$ cat src/rtl/palgen_pkg.sv
// Shared types and helpers for the palindrome pattern generator.
`timescale 1ns/1ps
package palgen_pkg;

    // Widest supported half-word; helpers operate at this width.
    localparam int unsigned MAX_HALF = 8;

    // Word source selected at burst start (2'b11 folds onto FIXED).
    typedef enum logic [1:0] {
        COUNT = 2'b00,
        LFSR  = 2'b01,
        FIXED = 2'b10
    } mode_e;

    // Burst control states.
    typedef enum logic [1:0] {
        IDLE = 2'b00,
        RUN  = 2'b01,
        DONE = 2'b10
    } state_e;

    // Maximal-length Galois tap masks (right-shifting form) indexed by half width.
    function automatic logic [MAX_HALF-1:0] lfsr_taps(input int unsigned half);
        logic [MAX_HALF-1:0] taps;
        case (half)
            2:       taps = 8'h03;
            3:       taps = 8'h06;
            4:       taps = 8'h0C;
            5:       taps = 8'h14;
            6:       taps = 8'h30;
            7:       taps = 8'h60;
            default: taps = 8'hB8;
        endcase
        return taps;
    endfunction

    // Reverse the low n bits of v; bits at and above n must be zero on entry.
    function automatic logic [MAX_HALF-1:0] bitrev(input logic [MAX_HALF-1:0] v,
                                                   input int unsigned n);
        logic [MAX_HALF-1:0] r;
        r = '0;
        for (int i = 0; i < int'(MAX_HALF); i++) begin
            r[i] = v[MAX_HALF-1-i];
        end
        return r >> (MAX_HALF - n);
    endfunction

endpackage

$ cat src/rtl/palgen_lfsr.sv
// HALF-bit Galois LFSR with load and advance enables; exposes its next state.
`timescale 1ns/1ps
module palgen_lfsr
    import palgen_pkg::*;
#(
    parameter int unsigned HALF = 4
) (
    input  logic            clk,
    input  logic            rst,
    input  logic            load,
    input  logic            advance,
    input  logic [HALF-1:0] seed,
    output logic [HALF-1:0] next_c
);

    localparam logic [HALF-1:0] TAPS = HALF'(lfsr_taps(HALF));

    logic [HALF-1:0] state_q;

    // One Galois step: shift right, fold taps in when the dropped bit is set.
    always_comb begin
        next_c = (state_q >> 1) ^ (state_q[0] ? TAPS : '0);
    end

    // State register; a zero load is replaced by 1 so the register never locks up.
    always_ff @(posedge clk) begin
        if (rst) begin
            state_q <= '0;
        end else if (load) begin
            state_q <= (seed == '0) ? HALF'(1) : seed;
        end else if (advance) begin
            state_q <= next_c;
        end
    end

endmodule

$ cat src/rtl/palindrome_pattern_gen.sv
// Streams palindromic words {half, bitrev(half)} over valid/ready.
// Optional feature macro: PALGEN_ERR_INJECT_EN (periodic bit-0 corruption with err_flag).
`timescale 1ns/1ps
module palindrome_pattern_gen
    import palgen_pkg::*;
#(
    parameter  int unsigned WIDTH = 8,
    localparam int unsigned HALF  = WIDTH / 2
) (
    input  logic             clk,
    input  logic             rst,
    input  logic             start,
    input  logic             abort,
    input  logic [1:0]       mode,
    input  logic [HALF-1:0]  seed,
    input  logic [7:0]       count_len,
    input  logic             out_ready,
`ifdef PALGEN_ERR_INJECT_EN
    input  logic [7:0]       err_period,
    output logic [0:0]       err_flag,
`endif
    output logic             out_valid,
    output logic [WIDTH-1:0] out_data,
    output logic             busy,
    output logic             done
);

    state_e           state_q, state_d;
    mode_e            mode_q, mode_d;
    logic [HALF-1:0]  half_q, half_d;
    logic [7:0]       remaining_q, remaining_d;
    logic             valid_d, busy_d, done_d;
    logic [WIDTH-1:0] data_d;

    logic             transfer_c;
    mode_e            start_mode_c;
    logic [HALF-1:0]  seed_eff_c;
    logic [HALF-1:0]  half_next_c;
    logic [HALF-1:0]  lfsr_next_c;
    logic             lfsr_load_c, lfsr_adv_c;
    logic             word_load_c, word_first_c;

`ifdef PALGEN_ERR_INJECT_EN
    logic [7:0]       err_cnt_q, err_cnt_d;
    logic             err_flag_d;
`endif

    // Mirror the upper half into the lower half.
    function automatic logic [WIDTH-1:0] make_word(input logic [HALF-1:0] h);
        return {h, HALF'(bitrev(MAX_HALF'(h), HALF))};
    endfunction

    palgen_lfsr #(
        .HALF    (HALF)
    ) u_lfsr (
        .clk     (clk),
        .rst     (rst),
        .load    (lfsr_load_c),
        .advance (lfsr_adv_c),
        .seed    (seed_eff_c),
        .next_c  (lfsr_next_c)
    );

    // Handshake, start-time mode folding and the per-mode next upper half.
    always_comb begin
        transfer_c   = out_valid & out_ready;
        start_mode_c = (mode == 2'b11) ? FIXED : mode_e'(mode);
        seed_eff_c   = ((start_mode_c == LFSR) && (seed == '0)) ? HALF'(1) : seed;
        case (mode_q)
            COUNT:   half_next_c = half_q + 1'b1;
            LFSR:    half_next_c = lfsr_next_c;
            default: half_next_c = half_q;
        endcase
    end

    // Next-state and next-output logic for the burst FSM.
    always_comb begin
        state_d      = state_q;
        mode_d       = mode_q;
        half_d       = half_q;
        remaining_d  = remaining_q;
        valid_d      = out_valid;
        busy_d       = busy;
        done_d       = 1'b0;
        lfsr_load_c  = 1'b0;
        lfsr_adv_c   = 1'b0;
        word_load_c  = 1'b0;
        word_first_c = 1'b0;

        case (state_q)
            IDLE: begin
                valid_d = 1'b0;
                busy_d  = 1'b0;
                if (start) begin
                    state_d      = RUN;
                    mode_d       = start_mode_c;
                    half_d       = seed_eff_c;
                    remaining_d  = count_len;
                    valid_d      = 1'b1;
                    busy_d       = 1'b1;
                    lfsr_load_c  = 1'b1;
                    word_load_c  = 1'b1;
                    word_first_c = 1'b1;
                end
            end
            RUN: begin
                if (abort) begin
                    // Abort wins over a same-cycle transfer and suppresses done.
                    state_d = IDLE;
                    valid_d = 1'b0;
                    busy_d  = 1'b0;
                end else if (transfer_c) begin
                    if (remaining_q == 8'd1) begin
                        state_d     = DONE;
                        remaining_d = 8'd0;
                        valid_d     = 1'b0;
                        busy_d      = 1'b0;
                        done_d      = 1'b1;
                    end else begin
                        // remaining==0 marks a continuous burst and is never decremented.
                        if (remaining_q != 8'd0) begin
                            remaining_d = remaining_q - 8'd1;
                        end
                        half_d      = half_next_c;
                        lfsr_adv_c  = (mode_q == LFSR);
                        word_load_c = 1'b1;
                    end
                end
            end
            DONE: begin
                state_d = IDLE;
                valid_d = 1'b0;
                busy_d  = 1'b0;
            end
            default: begin
                state_d = IDLE;
                valid_d = 1'b0;
                busy_d  = 1'b0;
            end
        endcase

`ifdef PALGEN_ERR_INJECT_EN
        // Track the 1-based word position modulo err_period; flag the word that lands on it.
        err_cnt_d  = err_cnt_q;
        err_flag_d = err_flag[0];
        if (word_load_c) begin
            if (word_first_c || (err_cnt_q >= err_period)) begin
                err_cnt_d = 8'd1;
            end else begin
                err_cnt_d = err_cnt_q + 8'd1;
            end
            err_flag_d = (err_period != 8'd0) && (err_cnt_d == err_period);
        end
        if (!valid_d) begin
            err_flag_d = 1'b0;
        end
        data_d = word_load_c ? (make_word(half_d) ^ WIDTH'(err_flag_d)) : out_data;
`else
        data_d = word_load_c ? make_word(half_d) : out_data;
`endif
    end

    // State and registered outputs.
    always_ff @(posedge clk) begin
        if (rst) begin
            state_q     <= IDLE;
            mode_q      <= COUNT;
            half_q      <= '0;
            remaining_q <= '0;
            out_valid   <= 1'b0;
            out_data    <= '0;
            busy        <= 1'b0;
            done        <= 1'b0;
        end else begin
            state_q     <= state_d;
            mode_q      <= mode_d;
            half_q      <= half_d;
            remaining_q <= remaining_d;
            out_valid   <= valid_d;
            out_data    <= data_d;
            busy        <= busy_d;
            done        <= done_d;
        end
    end

`ifdef PALGEN_ERR_INJECT_EN
    // Injection position counter and its flag output.
    always_ff @(posedge clk) begin
        if (rst) begin
            err_cnt_q <= '0;
            err_flag  <= '0;
        end else begin
            err_cnt_q <= err_cnt_d;
            err_flag  <= err_flag_d;
        end
    end
`endif

endmodule
$ cat config.mk
export PLATFORM = sky130hd
export DESIGN_NAME = palindrome_pattern_gen
export DESIGN_NICKNAME = d
export VERILOG_FILES = /design/src/rtl/palgen_pkg.sv /design/src/rtl/palgen_lfsr.sv /design/src/rtl/palindrome_pattern_gen.sv
export SDC_FILE = /design/constraint.sdc
export NUM_CORES = 1
export LEC_CHECK = 0
export BUFFER_PORTS_ARGS = -buffer_cell sky130_fd_sc_hd__buf_2
export CAP_MARGIN = 5
export CORE_UTILIZATION = 39
export CTS_CLUSTER_SIZE = 14
export DETAILED_ROUTE_END_ITERATION = 8
export GPL_ROUTABILITY_DRIVEN = 0
export GPL_TIMING_DRIVEN = 0
export PLACE_DENSITY = 0.55
export SYNTH_ARGS = -nofsm -noshare
export SYNTH_HDL_FRONTEND = slang
export SYNTH_SLANG_ARGS = --single-unit
$ cat constraint.sdc
create_clock -name clk -period 2.2 [get_ports clk]
set_input_delay 0.33 -clock clk [delete_from_list [all_inputs] [get_ports clk]]
set_output_delay 0.33 -clock clk [all_outputs]
set_load 0.05 [all_outputs]
* Yosys cells after proc, flatten, opt, wreduce, memory -nomap -nowiden
Index checks and enable logic that the tools add are counted.
Widths: inputs -> output; s select.
** Operators by class
- Add/sub/neg operators :: 2
- Multiply operators :: 0
- Divide/modulo/power cells :: 0
- Magnitude comparators :: 0
- Equal/unequal tests :: 11
- Shift operators :: 0
- Mux-type cells :: 38
- Bitwise logic cells :: 4
- Reduce and logical (&&, ||, !) cells :: 13
** Operator list (count)
- $mux 8 :: 5
- $mux 4 :: 9
- $pmux 4 s2 :: 2
- $pmux 8 s2 :: 1
- $mux 1 :: 13
- $mux 2 :: 5
- $ne 3x3->1 const B :: 3
- $eq 8x1->1 const B :: 1
- $logic_not 4->1 :: 2
- $reduce_bool 8->1 :: 1
- $sub 8x1->8 const B :: 1
- $eq 2x1->1 const B :: 3
- $ne 2x2->1 const B :: 3
- $reduce_and 5->1 :: 1
- $add 4x1->4 const B :: 1
- $logic_not 2->1 :: 2
- $pmux 1 s2 :: 2
- $pmux 2 s2 :: 1
- $reduce_and 2->1 :: 2
- $reduce_bool 2->1 :: 2
- $reduce_or 4->1 :: 1
- $xor 3x4->4 :: 1
- $reduce_and 3->1 :: 1
- $eq 2x2->1 const B :: 1
- other kinds (3) :: 4
** Word-level totals
- Bits in registers :: 30
- Latch bits :: 0
- Memory bits (writable) :: 0
- Memory bits (read-only) :: 0
- Input port bits :: 19
- Memories kept :: 0

* Longest topological paths before layout
- Depth after elaboration :: 8
- Depth in mapped cells :: 8

* Hierarchy
From an unflattened synthesis, not the netlist that was laid out.
** Second synthesis, totals
- Cells, all modules :: 210
- Area, all modules :: 1677.9 µm²
** Modules (own cells, without submodules)
- palindrome_pattern_gen :: times used 1, cells an instance 184, area an instance 1452.6 µm²
- palgen_lfsr :: times used 1, cells an instance 26, area an instance 225.2 µm²

* Worst setup path before layout
OpenSTA, ideal clock, no wires.
- Path type :: register to register
- Start point :: reg remaining_q[1]
- End point :: reg remaining_q[0]
- Setup time :: 0.132 ns
- Data arrival time :: 1.777 ns
- Data required time :: 2.068 ns
- Setup slack :: 0.290 ns
- Cell stages (with the launch flop) :: 9
- Path buffers :: 1
- Clock period less this slack :: 1.910 ns
- Cell sequence :: dfxtp_1 -> inv_1 -> ha_1 -> or3b_2 -> o21ai_1 -> buf_2 -> nor2_1 -> a211oi_1 -> a211oi_1
** Between the ends
- Cells in the longest elaborated chain, start to end :: 5
** RTL lines
- start, declared :: RTL line palindrome_pattern_gen.sv:31 : logic [7:0] remaining_q, remaining_d;
- start signal, assigned :: RTL line palindrome_pattern_gen.sv:178 : remaining_q <= remaining_d;
- $eq 8x1->1 :: RTL line palindrome_pattern_gen.sv:113 : if (remaining_q == 8'd1) begin
- $mux 8 :: RTL line palindrome_pattern_gen.sv:113
- $mux 8 :: RTL line palindrome_pattern_gen.sv:112 : end else if (transfer_c) begin
- $mux 8 :: RTL line palindrome_pattern_gen.sv:107 : if (abort) begin
- $pmux 8 s2 :: RTL line palindrome_pattern_gen.sv:90 : case (state_q)
Parallel ways exist; a longest one is shown, timed or not. The select of a mux whose other input is x is not followed.
A chain may end at the register's enable or synchronous reset.

* Final worst setup path
- Start point :: reg remaining_q[0]
- End point :: reg out_data[5]
** Between the ends
- Cells in the longest elaborated chain, start to end :: 5
** RTL lines
- $eq 8x1->1 * :: RTL line palindrome_pattern_gen.sv:113
- $mux 4 / $mux 1 (equally long branches) :: RTL line palindrome_pattern_gen.sv:113
- $mux 4 / $mux 1 (equally long branches) :: RTL line palindrome_pattern_gen.sv:112
- $mux 4 / $mux 1 (equally long branches) :: RTL line palindrome_pattern_gen.sv:107
- $pmux 4 s2 / $pmux 1 s2 (equally long branches) :: RTL line palindrome_pattern_gen.sv:90
- end signal, assigned :: RTL line palindrome_pattern_gen.sv:180 : out_data <= data_d;
- end, declared :: RTL line palindrome_pattern_gen.sv:23 : output logic [WIDTH-1:0] out_data,
Every way passes the cells marked *; elsewhere a longest branch is shown, timed or not.

==> summary.txt <==
Floorplan
  – Overall die height: 66.3 µm
  – Row count: 23
  – Die W: ~66 µm
  – I/O Pins: 30
  – Core ar.: 3970 µm²
  – Die ar.: 4390 µm²
  – Starting Density: about 40%

Worst setup path
  – Crit path max fanout: 6
  – CP arrival: 2.28 ns
  – CP Launch Type: register
  – Critical Path RT: about 2.4 ns
  – Worst Setup End Kind: register
  – Setup CP Type: reg -> reg

Placement
  – DP HPWL: 3260 µm
  – # port buffers: 28
  – DP Cell Count: 280

Finish
  – Fin nets: 258
  – Finished Layout Cells: roughly 280
  – Fillers: 414
  – ANT cells: 0
  – Synth-to-Final Area Change: 17.2%
  – Layout cells sized above 1: 21.8%

Clock network
  – Post-CTS Hold Buffers: 0
  – Clock Sinks: 26
  – Clk root buf: clkbuf_8
  – CTS buffer count: 3
  – Clk_lat worst skew: 0.28 ns
  – CTS tree: done
  – H-Tree Depth: 1
  – Clock-pin slew on the worst setup and hold paths: approximately 0.10 ns
  – Maximum clock path buffer count: 2
  – Setup Fix Bufs, Post-CTS: 0

GRT
  – Largest net degree at the start of global routing: 15
  – Number of global-route vias before repair: 1494
  – First-pass GRT wire length: 7360 µm
  – Antenna violations before repair: 0
  – GRT Util Overall: 22.1%
  – Overflow after GRT: 0

Synthesis
  – Ys async rst share: 0%
  – Post-synth cell types: 52
  – Gate count after technology mapping: 202
  – Post-synth net total: 225
  – Sequential-to-total area share from yosys stat: 32.3%
  – Most used flip-flop cell after synthesis: dfxtp_1
  – Post-synthesis area per instance: 7.98 µm²
  – Cell Area, Synth: 1610 µm²
  – Post-synth EDFFs: 0
  – FF+latch count, synth: 26
  – Synthesis warning total: 0

Power and ir drop
  – PD cells: 630 nW/µm²
  – Lkg Pwr: between 0.7 and 0.8 nW
  – Final Power: 1.19 mW
  – Peak supply drop: 0.000282 V

Drt
  – Detailed Route Iter0 Violations: 96
  – Vias per cell: about 5.7
  – Vias: around 1600
  – Antenna viol nets, final: 0
  – Drt drc: 0
  – Drt total wl: 4420 µm
  – First-pass iteration count of the detailed router: 4
  – WL per Instance: 15.6 µm

STA
  – Count of final hold-check violations: 0
  – Setup_tns: 0 ns
  – Setup-failing EPs final: 0
  – Fmax: 481 MHz
  – Worst-margin pin slew: roughly 0.6 ns
  – Crit path time final: 2.08 ns
  – Hold_ws: slightly below 0.3 ns
  – Unrepaired setup endpoints after global routing: no
  – Pins Over Slew Limit: 0
  – Normalized max-slew margin: 60.3%
  – Tcrit/Tclk final: a little over nine tenths
  – Worst Clk Skew: 0.0132 ns

Flow run
  – Number of max-cap violations: 0

Outcome
  – Status: finished, final reports clean

Hold path
  – HP Class: in -> reg
metal layers:
metal	track usage [%]	vias up	wire [µm]
li1	-	812	-
met1	30.5	762	2060
met2	34.9	48	2060
met3	2.24	4	244
met4	8.51	0	54
met5	0	-	0
final cells by class:
cell class / count / area, µm² / share of cell area, %
flip-flops and latches: 26 / 520 / 27.5
well taps: 50 / 62.6 / 3.31
inverters: 7 / 26.3 / 1.39
plain buffers: 16 / 85.1 / 4.50
clock buffers: 4 / 55.1 / 2.91
repair buffers: 28 / 140 / 7.42
multi-input cells: 153 / 1000 / 52.9
power breakdown:
group	internal (mW)	total [mW]	switching [mW]	leakage, nW
clock	0.161	0.323	0.162	0.0288
combinational	0.118	0.328	0.210	0.503
sequential	0.501	0.539	0.0377	0.213
final timing paths:
path | start | end | slack, ns | depth (start not counted)
worst max-delay path | remaining_q[0]$_SDFFE_PP0P_ | out_data[5]$_SDFFE_PP0P_ | 0.12 | 6
worst min register to register | out_data[5]$_SDFFE_PP0P_ | out_data[5]$_SDFFE_PP0P_ | 0.47 | 2
worst max register to register | remaining_q[0]$_SDFFE_PP0P_ | out_data[5]$_SDFFE_PP0P_ | 0.12 | 6
worst min-delay path | mode[1] | mode_q[1]$_SDFFE_PP0P_ | 0.29 | 3
worst max-delay path, stage by stage (launching register included):
cell and delay, ns:
dfxtp_1 0.45, ha_4 0.21, or3b_2 0.54, o2111a_1 0.29
o221ai_1 0.23, nand3_1 0.14, a21oi_1 0.14
cell usage after synthesis, types with 3 or more instances:
cell | number | area [µm²]
nor2_1 | 15 | 56.3
o31ai_1 | 3 | 22.5
nor3b_1 | 3 | 22.5
clkbuf_1 | 7 | 26.3
nand2_1 | 26 | 97.6
mux2i_1 | 4 | 40.0
buf_2 | 3 | 15.0
nand3b_1 | 3 | 22.5
ha_1 | 4 | 50.1
o21ai_0 | 5 | 25.0
buf_4 | 5 | 37.5
o21ai_1 | 6 | 30.0
inv_1 | 7 | 26.3
o211ai_1 | 3 | 22.5
a211oi_1 | 10 | 75.1
nand2b_1 | 4 | 25.0
dfxtp_1 | 26 | 521
nor2b_1 | 3 | 18.8
nand3_1 | 4 | 20.0
a31oi_1 | 5 | 31.3
nor4_1 | 3 | 18.8
a21oi_1 | 16 | 80.1
nor3_1 | 3 | 15.0
layout by cell type (no fill, tap or decap), types with 2 or more instances in the layout:
cell type | synthesis | final
buf_2 | 3 | 30
nand2_1 | 26 | 26
dfxtp_1 | 26 | 26
a21oi_1 | 16 | 16
nor2_1 | 15 | 15
a211oi_1 | 10 | 9
clkbuf_1 | 7 | 7
inv_1 | 7 | 6
o21ai_1 | 6 | 6
a31oi_1 | 5 | 5
o21ai_0 | 5 | 5
buf_4 | 5 | 5
mux2i_1 | 4 | 4
nand2b_1 | 4 | 4
nand3_1 | 4 | 4
clkbuf_8 | 0 | 4
nor2b_1 | 3 | 3
nor3b_1 | 3 | 3
o31ai_1 | 3 | 3
o211ai_1 | 3 | 3
nand3b_1 | 3 | 3
nor4_1 | 3 | 3
nor3_1 | 3 | 3
ha_1 | 4 | 3
a221oi_1 | 2 | 2
or3_1 | 2 | 2
a22oi_1 | 2 | 2
o22ai_1 | 2 | 2
nand4_1 | 2 | 2
per-stage QoR:
step | cell area (µm²) | utilization, % | worst slack, ns
final | 1890 | 47.6 | 0.122
after global routing | 1890 | 47.6 | 0.0173
after CTS | 1870 | 47.1 | 0.0492
after detailed placement | 1810 | 45.7 | 0.0439
after global placement | 1810 | 45.7 | 0.0670
after floorplan | 1610 | - | 0.290
registers in the layout, indices dropped and copies added (netlist names):
| name | flops |
|---|---|
| u_lfsr.state_q | 4 |
| state_q | 2 |
| half_q | 4 |
| mode_q | 2 |
| busy | 1 |
| out_data | 4 |
| done | 1 |
| remaining_q | 8 |
cells by family (layout without fill, tap and decap cells):
family | after synthesis | after routing | synth area share (%)
xor gates and xnor gates | 2 | 2 | 1.09
muxes | 4 | 4 | 2.48
AOI/OAI and AO/OA | 67 | 67 | 30.0
adders and majority gates | 4 | 4 | 3.11
DFF | 26 | 26 | 32.3
and+or+nand+nor | 76 | 76 | 24.3
buffers and inverters | 23 | 55 | 6.76
timing repair:
action | in CTS | in global routing
setup endpoints to repair | 1 | 8
gates resized for setup | 1 | 4
pin swaps | 0 | 0
Power figures use the tool's default switching activity.
